===== src/rtl/perceptron_train_sched.sv =====
// rtl/perceptron_train_sched.sv - perceptron weight-table training scheduler
module perceptron_train_sched #(
  parameter int NR_ENTRIES = 1024,
  parameter int GHR_LENGTH = 10,
  parameter int WEIGHT_W   = 8,
  parameter int Y_W        = 12,
  parameter int THETA      = 20,
  parameter int FIFO_DEPTH = 4,
  parameter int VLEN       = 64,
  localparam int IDX_W     = $clog2(NR_ENTRIES),
  localparam int ROW_W     = (GHR_LENGTH + 1) * WEIGHT_W
) (
  input  logic                  clk_i,
  input  logic                  rst_i,
  input  logic                  debug_mode_i,
  input  logic                  lookup_valid_i,
  input  logic [IDX_W-1:0]      lookup_index_i,
  input  logic                  upd_valid_i,
  output logic                  upd_ready_o,
  input  logic [VLEN-1:0]       upd_pc_i,
  input  logic [GHR_LENGTH-1:0] upd_ghr_i,
  input  logic                  upd_taken_i,
  input  logic                  upd_mispredict_i,
  input  logic [Y_W-1:0]        upd_y_i,
  output logic                  tbl_req_o,
  output logic                  tbl_we_o,
  output logic [IDX_W-1:0]      tbl_addr_o,
  output logic [ROW_W-1:0]      tbl_wdata_o,
  input  logic [ROW_W-1:0]      tbl_rdata_i,
  output logic                  init_done_o,
  output logic                  busy_o
);

  localparam int PTR_W = $clog2(FIFO_DEPTH);
  localparam int ENT_W = IDX_W + GHR_LENGTH + 1;
  localparam logic [IDX_W-1:0]    LAST_IDX = IDX_W'(NR_ENTRIES - 1);
  localparam logic [WEIGHT_W-1:0] W_MAX    = {1'b0, {(WEIGHT_W-1){1'b1}}};
  localparam logic [WEIGHT_W-1:0] W_MIN    = {1'b1, {(WEIGHT_W-1){1'b0}}};

  typedef enum logic [2:0] {S_INIT, S_IDLE, S_RD, S_CAP, S_WR} state_t;
  state_t state, state_nxt;

  logic [IDX_W-1:0]      init_cnt;
  logic                  init_done_q;
  logic [ENT_W-1:0]      fifo_mem [FIFO_DEPTH];
  logic [PTR_W:0]        wr_ptr, rd_ptr;
  logic                  fifo_empty, fifo_full, push, pop, accept, train_ok;
  logic [Y_W:0]          y_ext, y_abs;
  logic [ENT_W-1:0]      head;
  logic [IDX_W-1:0]      head_idx;
  logic [GHR_LENGTH-1:0] head_ghr;
  logic                  head_taken;
  logic [GHR_LENGTH:0]   x_pos;
  logic [ROW_W-1:0]      new_row, new_row_q;
  logic                  unused_pc;

  assign unused_pc   = ^{upd_pc_i[VLEN-1:IDX_W+1], upd_pc_i[0]};
  assign fifo_empty  = (wr_ptr == rd_ptr);
  assign fifo_full   = (wr_ptr[PTR_W] != rd_ptr[PTR_W]) &&
                       (wr_ptr[PTR_W-1:0] == rd_ptr[PTR_W-1:0]);
  // A retiring write frees its slot in the same cycle, so a full FIFO can still accept.
  assign pop         = (state == S_WR) && !lookup_valid_i;
  assign upd_ready_o = !rst_i && init_done_q && (!fifo_full || pop);
  assign accept      = upd_valid_i && upd_ready_o;
  // |y| needs one extra bit so the most negative y does not wrap.
  assign y_ext       = {upd_y_i[Y_W-1], upd_y_i};
  assign y_abs       = upd_y_i[Y_W-1] ? (~y_ext + (Y_W+1)'(1)) : y_ext;
  assign train_ok    = upd_mispredict_i || (y_abs <= (Y_W+1)'(THETA));
  assign push        = accept && !debug_mode_i && train_ok;
  assign head        = fifo_mem[rd_ptr[PTR_W-1:0]];
  assign {head_idx, head_ghr, head_taken} = head;
  // Bias input is constant +1; history bit i drives input i+1.
  assign x_pos       = {head_ghr, 1'b1};

  // FIFO pointers; reset discards everything queued.
  always_ff @(posedge clk_i) begin
    if (rst_i) begin
      wr_ptr <= '0;
      rd_ptr <= '0;
    end else begin
      if (push) wr_ptr <= wr_ptr + (PTR_W+1)'(1);
      if (pop)  rd_ptr <= rd_ptr + (PTR_W+1)'(1);
    end
  end

  // FIFO storage: row index, history and resolved direction.
  always_ff @(posedge clk_i) begin
    if (push) fifo_mem[wr_ptr[PTR_W-1:0]] <= {upd_pc_i[IDX_W:1], upd_ghr_i, upd_taken_i};
  end

  // Zero-sweep address counter; it only moves on cycles the frontend leaves free.
  always_ff @(posedge clk_i) begin
    if (rst_i) begin
      init_cnt    <= '0;
      init_done_q <= 1'b0;
    end else if (state == S_INIT && !lookup_valid_i) begin
      init_cnt <= init_cnt + IDX_W'(1);
      if (init_cnt == LAST_IDX) init_done_q <= 1'b1;
    end
  end

  // FSM state register.
  always_ff @(posedge clk_i) begin
    if (rst_i) state <= S_INIT;
    else       state <= state_nxt;
  end

  // Saturating +/-1 on every weight: +1 when direction and input agree.
  always_comb begin
    new_row = '0;
    for (int k = 0; k <= GHR_LENGTH; k++) begin
      if (x_pos[k] == head_taken)
        new_row[k*WEIGHT_W +: WEIGHT_W] = (tbl_rdata_i[k*WEIGHT_W +: WEIGHT_W] == W_MAX) ?
            W_MAX : tbl_rdata_i[k*WEIGHT_W +: WEIGHT_W] + WEIGHT_W'(1);
      else
        new_row[k*WEIGHT_W +: WEIGHT_W] = (tbl_rdata_i[k*WEIGHT_W +: WEIGHT_W] == W_MIN) ?
            W_MIN : tbl_rdata_i[k*WEIGHT_W +: WEIGHT_W] - WEIGHT_W'(1);
    end
  end

  // Capture the updated row once; later rdata changes must not disturb a deferred write.
  always_ff @(posedge clk_i) begin
    if (rst_i)               new_row_q <= '0;
    else if (state == S_CAP) new_row_q <= new_row;
  end

  // Next state and table-port mux; lookups override, reset silences the port.
  always_comb begin
    state_nxt   = state;
    tbl_req_o   = 1'b0;
    tbl_we_o    = 1'b0;
    tbl_addr_o  = '0;
    tbl_wdata_o = '0;
    case (state)
      S_INIT: if (!lookup_valid_i) begin
        tbl_req_o  = 1'b1;
        tbl_we_o   = 1'b1;
        tbl_addr_o = init_cnt;
        if (init_cnt == LAST_IDX) state_nxt = S_IDLE;
      end
      S_IDLE: if (!fifo_empty) state_nxt = S_RD;
      S_RD: if (!lookup_valid_i) begin
        tbl_req_o  = 1'b1;
        tbl_addr_o = head_idx;
        state_nxt  = S_CAP;
      end
      S_CAP: state_nxt = S_WR;
      S_WR: if (!lookup_valid_i) begin
        tbl_req_o   = 1'b1;
        tbl_we_o    = 1'b1;
        tbl_addr_o  = head_idx;
        tbl_wdata_o = new_row_q;
        state_nxt   = S_IDLE;
      end
      default: state_nxt = S_INIT;
    endcase
    if (lookup_valid_i) begin
      tbl_req_o   = 1'b1;
      tbl_we_o    = 1'b0;
      tbl_addr_o  = lookup_index_i;
      tbl_wdata_o = '0;
    end
    if (rst_i) begin
      tbl_req_o   = 1'b0;
      tbl_we_o    = 1'b0;
      tbl_addr_o  = '0;
      tbl_wdata_o = '0;
    end
  end

  assign busy_o      = rst_i || !fifo_empty || (state != S_IDLE);
  assign init_done_o = init_done_q && !rst_i;

endmodule


===== config.mk =====
export PLATFORM = sky130hd
export DESIGN_NAME = perceptron_train_sched
export DESIGN_NICKNAME = d
export VERILOG_FILES = /design/src/rtl/perceptron_train_sched.sv
export SDC_FILE = /design/constraint.sdc
export NUM_CORES = 1
export LEC_CHECK = 0
export ABC_AREA = 1
export BUFFER_PORTS_ARGS = -buffer_cell sky130_fd_sc_hd__clkbuf_2
export CORE_MARGIN = 8
export CORE_UTILIZATION = 30
export DETAILED_ROUTE_END_ITERATION = 16
export GPL_TIMING_DRIVEN = 0
export SLEW_MARGIN = 25
export SYNTH_ARGS = -nofsm -noshare
export SYNTH_HDL_FRONTEND = slang
export SYNTH_SLANG_ARGS = --single-unit

===== constraint.sdc =====
create_clock -name clk_i -period 4.3 [get_ports clk_i]
set_clock_uncertainty 0.2 [all_clocks]
set_input_delay 0.645 -clock clk_i [delete_from_list [all_inputs] [get_ports clk_i]]
set_output_delay 0.645 -clock clk_i [all_outputs]
set_load 0.005 [all_outputs]

# Word level (Yosys, flattened, before mapping)
# Memories as Yosys holds them, arrays and structs flattened. A register that Yosys moved wholly into a read port is not among the register bits.
# Index checks and enable logic that the tools add are counted.
# Widths: inputs -> output; s select.
# classes
bitwise,1
n_reduce_logical,23
n_addsub,26
eq_ne,46
n_lt_le_gt_ge,1
n_mux,56
# op_table
operator,n
$mux 8,33
$mux 88,3
$add 8x1->8 const B,11
$eq 8x7->1 const B,11
$eq 8x8->1 const B,11
$sub 8x1->8 const B,11
$mux 10,2
$pmux 10 s2,1
$mux 3,5
$pmux 3 s5,1
$add 13x1->13 const B,1
$le 13x5->1 const B,1
$mux 13,1
$not 13->13,1
$add 10x1->10 const B,1
$eq 1x1->1,10
$eq 10x10->1 const B,1
$logic_and 1x1->1,8
$mux 1,8
$ne 2x2->1 const B,4
$add 3x1->3 const B,2
$eq 3x2->1 const B,2
$logic_not 1->1,5
$reduce_and 5->1,1
13 further kinds,18
# word_totals
inputBits,191
wordCells,160
reg_bits,108
memories,1
output_inout_bits,103
ram_bits,84
# memory_table
memory,words,width,rd,rd_ports_with_merged_regs,write_ports,line_no,source
fifo_mem,4,21,1,1,1,45,logic [ENT_W-1:0] fifo_mem [FIFO_DEPTH];

# Logic depth before layout (Yosys ltp)
# Gate-level depths: netlist (run 1).
# logic_depth
depth_word,10
ltp_mapped,15
mapped_depth_nobuf,14

# Worst setup path before layout (run 1)
# No wires, ideal clock.
# synth_timing
path_type,input -> register
start,input port upd_y_i[0]
end,memory fifo_mem[0][0] (netlist bit) (enable)
setup_time_ps,399
slack_ps,1047
path_stages,11
n_path_buf,0
arrival_time_ps,2655
cell_sequence,inv_1 ha_1 nand2_1 nand3_1 nand2_1 nand3_1 nand2_1 nand3_1 o21ai_1 nand2_1 nor2_1
# synth_between
elab_chain_len,8
# synth_rtl
element,line_no,source
from (decl),24,"input logic [Y_W-1:0] upd_y_i,"
$not 13->13,67,assign y_abs = upd_y_i[Y_W-1] ? (~y_ext + (Y_W+1)'(1)) : y_ext;
$add 13x1->13,67,
$mux 13 (*),67,
$le 13x5->1 (*),68,assign train_ok = upd_mispredict_i || (y_abs <= (Y_W+1)'(THETA));
$logic_or 1x1->1 (*),68,
$logic_and 1x1->1 (*),69,assign push = accept && !debug_mode_i && train_ok;
$mux 1 (*),88,"if (push) fifo_mem[wr_ptr[PTR_W-1:0]] <= {upd_pc_i[IDX_W:1], upd_ghr_i, upd_taken_i};"
$mux 1 (implied by the code) (*),88,
to (decl),45,
# Mark *: on every way between the ends. The rest lies on a longest branch, timed or not.

==> results.yml, run 1 <==
synthesis:
  async_reset_ff_share_pct: 0
  synth-main-ff-cell: "dfxtp_1"
  synth_area_leaders: "edfxtp_1 19%, dfxtp_1 17%, nand2_1 10%"
  yosys-top-cells-count: "350 x nand2_1, 262 x inv_1, 211 x nor2_1"
  yosysTopAreaCell: "edfxtp_1"
  synth_cell_types: 43
  synth_edf_count: 84
  synthMuxAreaShare_pct: 0
  synth.avg_cell_area_um2: 6.945
  synthSimpleGateAreaFrac_pct: 27.48
  synth-xor-area-share_pct: 5.536
  ys_seq_area_share_pct: 36.42
  synth_top_family_by_area: "simple AND/OR/NAND/NOR gates"
  synth-compound-area-share_pct: 15.94
  synth.top_cell.area_share_pct: 19.44
  syn_inst: 1868
  yosys.cell_count.top_type: "nand2_1"
  ys_seq_elements: 194
  synth.net_count: 2099
  yosys.area_share.adder_pct: 3.858
  synthesis.area_mm2: 0.01297
  ys_warn_count: 0
timing:
  setup_tns_ns: 0
  hold_ws_ns: 0.2061
  slew_headroom_pct: 36.35
  setup_viol: 0
  report.final.hold_viol_count: 0
  maxSlewViolCount: 0
  max_freq_mhz: 279.8
  min_period_over_period_pct: 83.11
  tightest_slew_ns: 0.9547
  fin_crit_ns: 3.574
  rsz0062_at_grt: "no"
final_layout:
  seqCellArea_mm2: 0.004725
  fill_cells: 4633
  final_cells: 2720
  drive_gt1_share_pct: 15.97
  layout.nets: 2348
  area_delta_synth_final_pct: 19.91
  multi_input_area_mm2: 0.006882
die:
  num_rows: 76
  initial_core_util_pct: 30.25
  core_area_mm2: 0.04289
  fp.dieH_um: 224.0
  io_pins: 294
  die_x_um: 224.0
  design.die.area_mm2: 0.05016
worst_setup_path:
  timing.critical_path.arrival_ns: 2.73
  rr_startpoint: "state[2]"
  crit_path_max_incr_delay_ns: 0.42
  end_kind: "output pin"
  rr_worst_depth: 11
  crit_slowest_cell: "dfxtp_1"
  crit_fanout: 10
  r2r_slack_ns: 1.50
  worstPathCellList: "inv_2 -> buf_2 -> buf_2 -> o21ai_0 -> o22ai_1 -> nand2_1 -> o21ai_0 -> nand2_1 -> a21oi_1 -> clkbuf_2"
  critPathKind: "reg2out"
  crit_path_start_kind: "flip-flop"
  cp.required_ns: 3.45
  rr_endpoint: "fifo_mem[3][3]"
grt:
  grt_pass1_vias: 12540
  grt-ovfl-total: 0
  grt_pass1_wl_um: 70280
  grt_start_max_net_pins: 20
  antenna_found_initial: 10
  grt.total_usage_pct: 18.01
routing:
  drc: 0
  drtIter0Drc: 960
  antenna_left: 0
  vias: 13250
  wl_per_cell_um: 17.12
  totalWireLength_um: 46570
  vias_per_cell: 4.870
  first_pass_iters: 5
clocking:
  cts_htree_levels: 4
  cts_resized: 0
  tritoncts: "built"
  cts_root_buffer: "clkbuf_16"
  numCtsBuffers: 17
  cts.clk_slew.worst_paths_ns: 0.07
  postCtsSetupBuffers: 0
  ctsHoldBuffers: 0
  clockBufferDepth: 2
  clock_latency_ns: 0.45
  clock_sinks: 194
place:
  place_inst: 2683
  hpwl_um: 36840
  gp_congestion: 0.9121
  portBuffers: 226
flow_run:
  maxCapViolCount: 0
power_and_ir_drop:
  power_uw: 4294
  p_leak_uw: 0.006866
  power.density_mw_per_mm2: 276.0
  peakVddDrop_mv: 0.2424
hold_path:
  holdCritPathClass: "in2reg"
  whs_path_depth: 1
  hold_end: "fifo_mem[1][18]"
  hp-start: "upd_pc_i[8]"
run_status:
  status: "finished, final reports clean"
-- power by group --
group          switching, uW  total, uW  internal (uW)
logic                    492        728            236
registers               15.7       1960           1950
clock network            784       1600            820
-- sequential cells by signal (all words and copies together), names as in the netlist, named ones only --
name,cells
wr_ptr,3
state,3
init_cnt,10
rd_ptr,3
new_row_q,88
init_done_q,1
fifo_mem,84
-- layout make-up --
cell class                 count  share of cell area (%)
inverter                     276                   6.692
clock buffer                  18                   2.759
clock inverter                13                  0.9491
buffer                        78                   2.292
sequential                   194                   30.37
antenna                        6                 0.09652
timing repair buffer         230                   7.898
multi-input combinational   1320                   44.24
tap                          585                   4.705
-- cell families after synthesis --
kind of cell,count (synthesis)
xor+xnor,82
buf+inv,354
compound gates,380
simple gates,818
fa+ha+maj,40
flops,194
-- metal layers --
metal  part of all wire (%)  vias to the layer above  global-route usage [%]
met2                     46                      473                   29.96
li1                       -                     6610                       -
met1                     44                     6089                   22.64
met4                    2.4                       10                   5.607
met3                    8.2                       65                   4.630
met5                   0.14                        -                       0
-- cells in the final DEF, fill, tap and decap left out, drive strengths merged, types with 34 or more instances in the layout --
cell    instances
clkbuf        292
nand2         366
ha             40
edfxtp         84
nor2          225
buf            34
dfxtp         110
o21ai         151
a21oi         155
nor3           34
nand3         178
xor2           68
inv           282
-- how the worst max path moves through the flow --
stage | from | to | slack (ns) | depth (start not counted)
after floorplan | upd_y_i[0] | fifo_mem[0][0] | 1.05 | 11
after global routing | flip-flop | tbl_addr_o[0] | 0.48 | 11
after global placement | upd_y_i[0] | fifo_mem[1][4] | -0.11 | 13
after CTS | flip-flop | tbl_addr_o[0] | 0.71 | 11
after detailed placement | lookup_valid_i | tbl_wdata_o[74] | 0.92 | 7
final | flip-flop | tbl_addr_o[0] | 0.73 | 10
-- per-stage QoR --
step,setup slack [ns],util [%],area [um2]
after global routing,0.4825,36.24,15540
after CTS,0.7065,36.24,15540
after global placement,-0.1053,34.60,14840
final,0.7262,36.27,15560
after floorplan,1.047,-,12970
after detailed placement,0.9191,34.89,14960
-- critical path, delay by kind of cell (launching register included) --
family / cells / cell delay [ns]
buffers and inverters: 4 / 1.02
AOI/OAI and AO/OA: 4 / 0.67
DFF: 1 / 0.42
and+or+nand+nor: 2 / 0.15
Power figures use the tool's default switching activity.
==> run 2: changes to the inputs <==
==> constraint.sdc (replaced) <==
create_clock -name clk_i -period 3.64 [get_ports clk_i]
set_clock_uncertainty 0.2 [all_clocks]
set_input_delay 0.546 -clock clk_i [delete_from_list [all_inputs] [get_ports clk_i]]
set_output_delay 0.546 -clock clk_i [all_outputs]
set_load 0.005 [all_outputs]
==> run 2 against run 1 <==
Effect of this change:
- global-route usage unchanged
- clock-buffer cell count unchanged
- first-iteration DRC count decreased by 11%
- non-clock buffer count decreased by 1
- final cell count about the same
- via count decreased by 0.13%
- final area about the same
- setup slack got worse by 0.50 ns
- wire length about the same
- worst hold slack got worse by 0.10 ns
- largest power group unchanged
==> results.yml, run 2 (synthesis gave the netlist of run 1 again) <==
final_layout:
  area_delta_synth_final_pct: 19.90
  largest_register_ffs: 88
  layout.nets: 2347
  drive_gt1_share_pct: 15.98
  fin_util_pct: 36.27
  final_common_cell: "nand2_1"
  final_cells: 2719
  top_register: "new_row_q"
  fill_cells: 4632
  layout_common_cells: "350 x nand2_1, 262 x inv_1, 229 x clkbuf_2, 207 x nor2_1, 175 x nand3_1"
die:
  io_pins: 294
  num_rows: 76
  core_area_mm2: 0.04289
  initial_core_util_pct: 30.25
  fp.dieH_um: 224.0
  die_x_um: 224.0
  design.die.area_mm2: 0.05016
worst_setup_path:
  crit_slowest_cell: "dfxtp_1"
  rr_worst_depth: 11
  rr_endpoint: "fifo_mem[3][3]"
  r2r_slack_ns: 0.82
  crit_path_start_kind: "flip-flop"
  cp.required_ns: 2.89
  timing.critical_path.arrival_ns: 2.67
  worstPathCellList: "inv_4 -> buf_2 -> buf_2 -> o21ai_0 -> o22ai_1 -> nand2_1 -> o21ai_0 -> nand2_1 -> a21oi_1 -> clkbuf_2"
  rr_startpoint: "state[2]"
  critPathKind: "reg2out"
  crit_path_max_incr_delay_ns: 0.43
  crit_fanout: 10
  end_kind: "output pin"
clocking:
  clock_sinks: 194
  ctsHoldBuffers: 0
  numCtsBuffers: 17
  tritoncts: "built"
  clockBufferDepth: 2
  postCtsSetupBuffers: 0
  clock_latency_ns: 0.45
  cts.clk_slew.worst_paths_ns: 0.08
  cts_htree_levels: 4
  cts_root_buffer: "clkbuf_16"
power_and_ir_drop:
  internal-power_uw: 3546
  switching_share_pct: 30.12
  power_uw: 5075
  seqPwrFrac_pct: 45.7
  switching_power_uw: 1528
  combPwrFrac_pct: 17.0
  power.density_mw_per_mm2: 326.2
  p_leak_uw: 0.006866
  clock_power_share_pct: 37.3
  peakVddDrop_mv: 0.2879
timing:
  min_period_over_period_pct: 93.86
  tightest_slew_ns: 0.9674
  slew_headroom_pct: 35.50
  rsz0062_at_grt: "no"
  fin_crit_ns: 3.417
  hold_ws_ns: 0.1053
  max_freq_mhz: 292.7
  report.final.hold_viol_count: 0
  fin_ws_ns: 0.2235
  maxSlewViolCount: 0
  setup_viol: 0
grt:
  grt-ovfl-total: 0
  grt_start_max_net_pins: 20
  grt.total_usage_pct: 18.01
  antenna_found_initial: 10
  grt_pass1_vias: 12540
  grt_pass1_wl_um: 70280
routing:
  vias: 13230
  antenna_left: 0
  wl_per_cell_um: 17.13
  drtIter0Drc: 852
  totalWireLength_um: 46590
  first_pass_iters: 7
  vias_per_cell: 4.866
  drc: 0
hold_path:
  whs_path_depth: 1
  holdCritPathClass: "in2reg"
  hp-start: "upd_pc_i[2]"
  hold_end: "fifo_mem[1][12]"
place:
  hpwl_um: 36840
  dp_slack_ns: 0.3616
  portBuffers: 226
  place_inst: 2683
  gp_congestion: 0.9121
run_status:
  status: "finished, final reports clean"
flow_run:
  maxCapViolCount: 0
-- run 2: changes by cell type in the layout (fill, tap and decap cells not counted), sizes merged --
cell  change
buf       -1
-- run 2: layout make-up --
class	instances	area (um2)	area share, %
multi-input cells	1320	6882	44.24
flip-flops and latches	194	4725	30.37
repair buffers	230	1229	7.899
inverters	276	1044	6.708
well taps	585	732.0	4.706
clock buffers	18	429.2	2.759
plain buffers	77	352.8	2.268
clock inverters	13	147.6	0.9492
diodes	6	15.01	0.09653
-- run 2: power by group through the flow --
stage / Combinational, uW / Clock, uW / Sequential, uW
floorplan: 526 / 0 / 2360
global route: 968 / 2000 / 2320
finish: 862 / 1890 / 2320
CTS: 857 / 1920 / 2320
global placement: 836 / 0 / 2370
detailed placement: 851 / 0 / 2370
-- run 2: how the worst max path moves through the flow --
stage | endpoint | slack [ns] | depth (start not counted)
4_1_cts | tbl_addr_o[0] | 0.15 | 11
3_5_place_dp | fifo_mem[3][4] | 0.36 | 14
6_report | tbl_addr_o[0] | 0.22 | 10
5_1_grt | tbl_addr_o[0] | 0.04 | 10
2_1_floorplan | fifo_mem[0][0] | 0.49 | 11
3_3_place_gp | fifo_mem[1][4] | -0.67 | 13
-- run 2: per-layer routing --
metal  routed length [um]  global-route usage (%)
met1                20190                   22.64
met5                   64                       0
met4                 1116                   5.607
met3                 3934                   4.630
met2                21280                   29.96
-- run 2: through the flow --
step	instance area, um2	TNS (ns)
floorplan	12970	0
global placement	14840	-54.42
detailed placement	14960	0
CTS	15540	0
global route	15540	0
finish	15550	0
-- run 2: timing repair --
action                                  in CTS  in global routing
gates resized for setup                      0                  1
endpoints found under the setup margin       0                  1
endpoints found under the hold margin        0                  0
-- run 2: critical path, delay by kind of cell (launching register included) --
family | cells | cell delay, ns
AO/OA/AOI/OAI | 4 | 0.70
buffers and inverters | 4 | 0.92
flip-flops | 1 | 0.43
AND/OR/NAND/NOR | 2 | 0.15
==> run 3: changes to the inputs <==
--- a/config.mk
+++ b/config.mk
@@ -5,10 +5,10 @@
 export SDC_FILE = /design/constraint.sdc
 export NUM_CORES = 1
 export LEC_CHECK = 0
-export ABC_AREA = 1
 export BUFFER_PORTS_ARGS = -buffer_cell sky130_fd_sc_hd__clkbuf_2
 export CORE_MARGIN = 8
 export CORE_UTILIZATION = 30
+export CTS_CLUSTER_SIZE = 8
 export DETAILED_ROUTE_END_ITERATION = 16
 export GPL_TIMING_DRIVEN = 0
 export SLEW_MARGIN = 25
==> run 3 against run 2 <==
Effect of this change:
- wire length down 3.3%
- first-iteration DRC count up 8.2%
- worst hold slack gained 0.0091 ns
- sequential share of layout area increased by 0.84 points
- combinational power down 44%
- area after synthesis shrank 3.3%
- final area decreased by 2.7%
- largest power group unchanged
- highest routed layer unchanged
==> results.yml, run 3 <==
synthesis:
  yosys.cell_count.top_type: "nor2_1"
  synth.net_count: 1667
  synth.top_cell.area_share_pct: 20.10
  synth-main-ff-cell: "dfxtp_1"
  yosysTopAreaCell: "edfxtp_1"
  ys_warn_count: 0
  synth_area_leaders: "edfxtp_1 20%, dfxtp_1 18%, and2_1 4.6%"
  syn_inst: 1436
  ys_seq_area_share_pct: 37.65
  synth_edf_count: 84
  synthesis.area_mm2: 0.01255
  async_reset_ff_share_pct: 0
  synth_cell_types: 77
  yosys-top-cells-count: "136 x nor2_1, 128 x nand2_1, 110 x dfxtp_1"
  ys_seq_elements: 194
  synth.avg_cell_area_um2: 8.738
die:
  design.die.area_mm2: 0.04863
  die_x_um: 220.5
  num_rows: 75
  io_pins: 294
  fp.dieH_um: 220.5
  initial_core_util_pct: 30.12
  core_area_mm2: 0.04167
worst_setup_path:
  rr_worst_depth: 6
  cp_num_buf_inv: 3
  critPathKind: "reg2out"
  worstPathCellList: "clkbuf_2 -> buf_2 -> mux4_2 -> a21boi_0 -> a2111oi_2 -> a21oi_1 -> nor2_1 -> clkbuf_2"
  rr_endpoint: "new_row_q[66]"
  r2r_slack_ns: 0.29
  rr_startpoint: "state[1]"
  timing.critical_path.arrival_ns: 2.68
  end_kind: "output pin"
  cp.required_ns: 2.89
  crit_fanout: 10
  crit_path_start_kind: "flip-flop"
  crit_family: "buffers and inverters"
  path_common_cell: "clkbuf_2"
  crit_slowest_cell: "a2111oi_2"
  crit_path_max_incr_delay_ns: 0.48
clocking:
  cts.clk_slew.worst_paths_ns: 0.08
  ctsHoldBuffers: 0
  numCtsBuffers: 17
  clock_sinks: 194
  tritoncts: "built"
  clock_latency_ns: 0.45
  cts_root_buffer: "clkbuf_16"
  clockBufferDepth: 2
  cts_htree_levels: 4
timing:
  report.final.hold_viol_count: 0
  setup_tns_ns: 0
  setup_viol: 0
  tightest_slew_ns: 1.063
  fin_ws_ns: 0.2141
  fin_crit_ns: 3.426
  slew_headroom_pct: 29.13
  max_freq_mhz: 291.9
  maxSlewViolCount: 0
  min_period_over_period_pct: 94.12
grt:
  use_met1_pct: 22.18
  grt-ovfl-total: 0
  grt_pass1_vias: 11480
  busiest_layer: "met2"
  met3_usage_pct: 5.235
  grt.total_usage_pct: 18.07
  antenna_found_initial: 7
  grt_pass1_wl_um: 67070
  grt_start_max_net_pins: 20
  met2_usage_pct: 30.53
routing:
  totalWireLength_um: 45040
  vias: 12040
  antenna_left: 0
  wl_per_cell_um: 20.18
  drc: 0
  vias_per_cell: 5.392
  drtIter0Drc: 922
  first_pass_iters: 5
run_status:
  status: "finished, final reports clean"
final_layout:
  final_common_cell: "clkbuf_2"
  layout.nets: 1910
  top_register: "new_row_q"
  area_delta_synth_final_pct: 20.62
  largest_register_ffs: 88
  layout_common_cells: "219 x clkbuf_2, 135 x nor2_1, 128 x nand2_1, 110 x dfxtp_1, 93 x and2_1"
  final_cell_area_mm2: 0.01514
  drive_gt1_share_pct: 19.21
hold_path:
  holdCritPathClass: "in2reg"
  hp-start: "upd_ghr_i[5]"
  whs_path_depth: 1
  hold_end: "fifo_mem[0][6]"
power_and_ir_drop:
  p_leak_uw: 0.005723
  seqPwrFrac_pct: 48.4
  power.density_mw_per_mm2: 310.0
  switching_share_pct: 26.71
  internal-power_uw: 3439
  clock_power_share_pct: 41.4
  power_uw: 4692
  peakVddDrop_mv: 0.3190
  switching_power_uw: 1253
  combPwrFrac_pct: 10.3
place:
  hpwl_um: 34290
  dp_slack_ns: -0.3625
  placed_area_mm2: 0.01442
  portBuffers: 215
  gp_congestion: 0.8964
flow_run:
  maxCapViolCount: 0
==> run 3: final cells by class <==
type	instances	area, um2
Fill cell	4328	26530
Multi-Input combinational cell	1099	7308
Sequential cell	194	4725
Timing Repair Buffer	225	1244
Tap cell	539	674.4
Clock buffer	19	475.5
Buffer	96	404.1
Inverter	46	172.7
Clock inverter	13	130.1
Antenna cell	1	2.502
==> run 3: worst max-delay path by stage <==
| stage | start | to | depth (start not counted) |
|---|---|---|---|
| finish | flip-flop | tbl_addr_o[9] | 8 |
| global route | flip-flop | tbl_addr_o[9] | 8 |
| CTS | flip-flop | tbl_addr_o[9] | 8 |
| detailed placement | upd_y_i[0] | fifo_mem[0][18] | 10 |
| global placement | upd_y_i[0] | fifo_mem[3][18] | 9 |
| floorplan | upd_y_i[0] | fifo_mem[0][0] | 8 |
==> run 3: cells by family after synthesis <==
logic type	share of synthesized area, %
AO/OA/AOI/OAI	17.91
XOR/XNOR	4.098
adder cells (fa/ha/maj)	3.988
buffers and inverters	4.547
flip-flops	37.65
multiplexers	7.030
AND/OR/NAND/NOR	24.78
==> run 3: repair_timing <==
action | in CTS | in global routing
setup buffers | 1 | 5
setup endpoints to repair | 63 | 52
gates resized for setup | 4 | 7
==> run 3: through the flow <==
step | std cells | utilization, % | hold WS, ns
finish | 2232 | 36.33 | 0.1144
global route | 2231 | 36.32 | 0.1027
CTS | 2227 | 36.10 | 0.09696
detailed placement | 2194 | 34.60 | 0.2261
global placement | 2190 | 34.32 | 0.2221
floorplan | 1436 | - | 0.2071
==> run 3: power groups by stage <==
stage | Clock [uW] | Combinational, uW | Sequential, uW
finish | 1940 | 482 | 2270
global route | 2070 | 534 | 2270
CTS | 1980 | 479 | 2270
global placement | 0 | 469 | 2320
detailed placement | 0 | 476 | 2320
floorplan | 0 | 265 | 2320
==> run 3: metal layers <==
metal	part of all wire [%]	up-vias
met3	8.2	65
li1	-	5778
met2	47	365
met1	42	5814
met4	2.2	14
met5	0.19	-
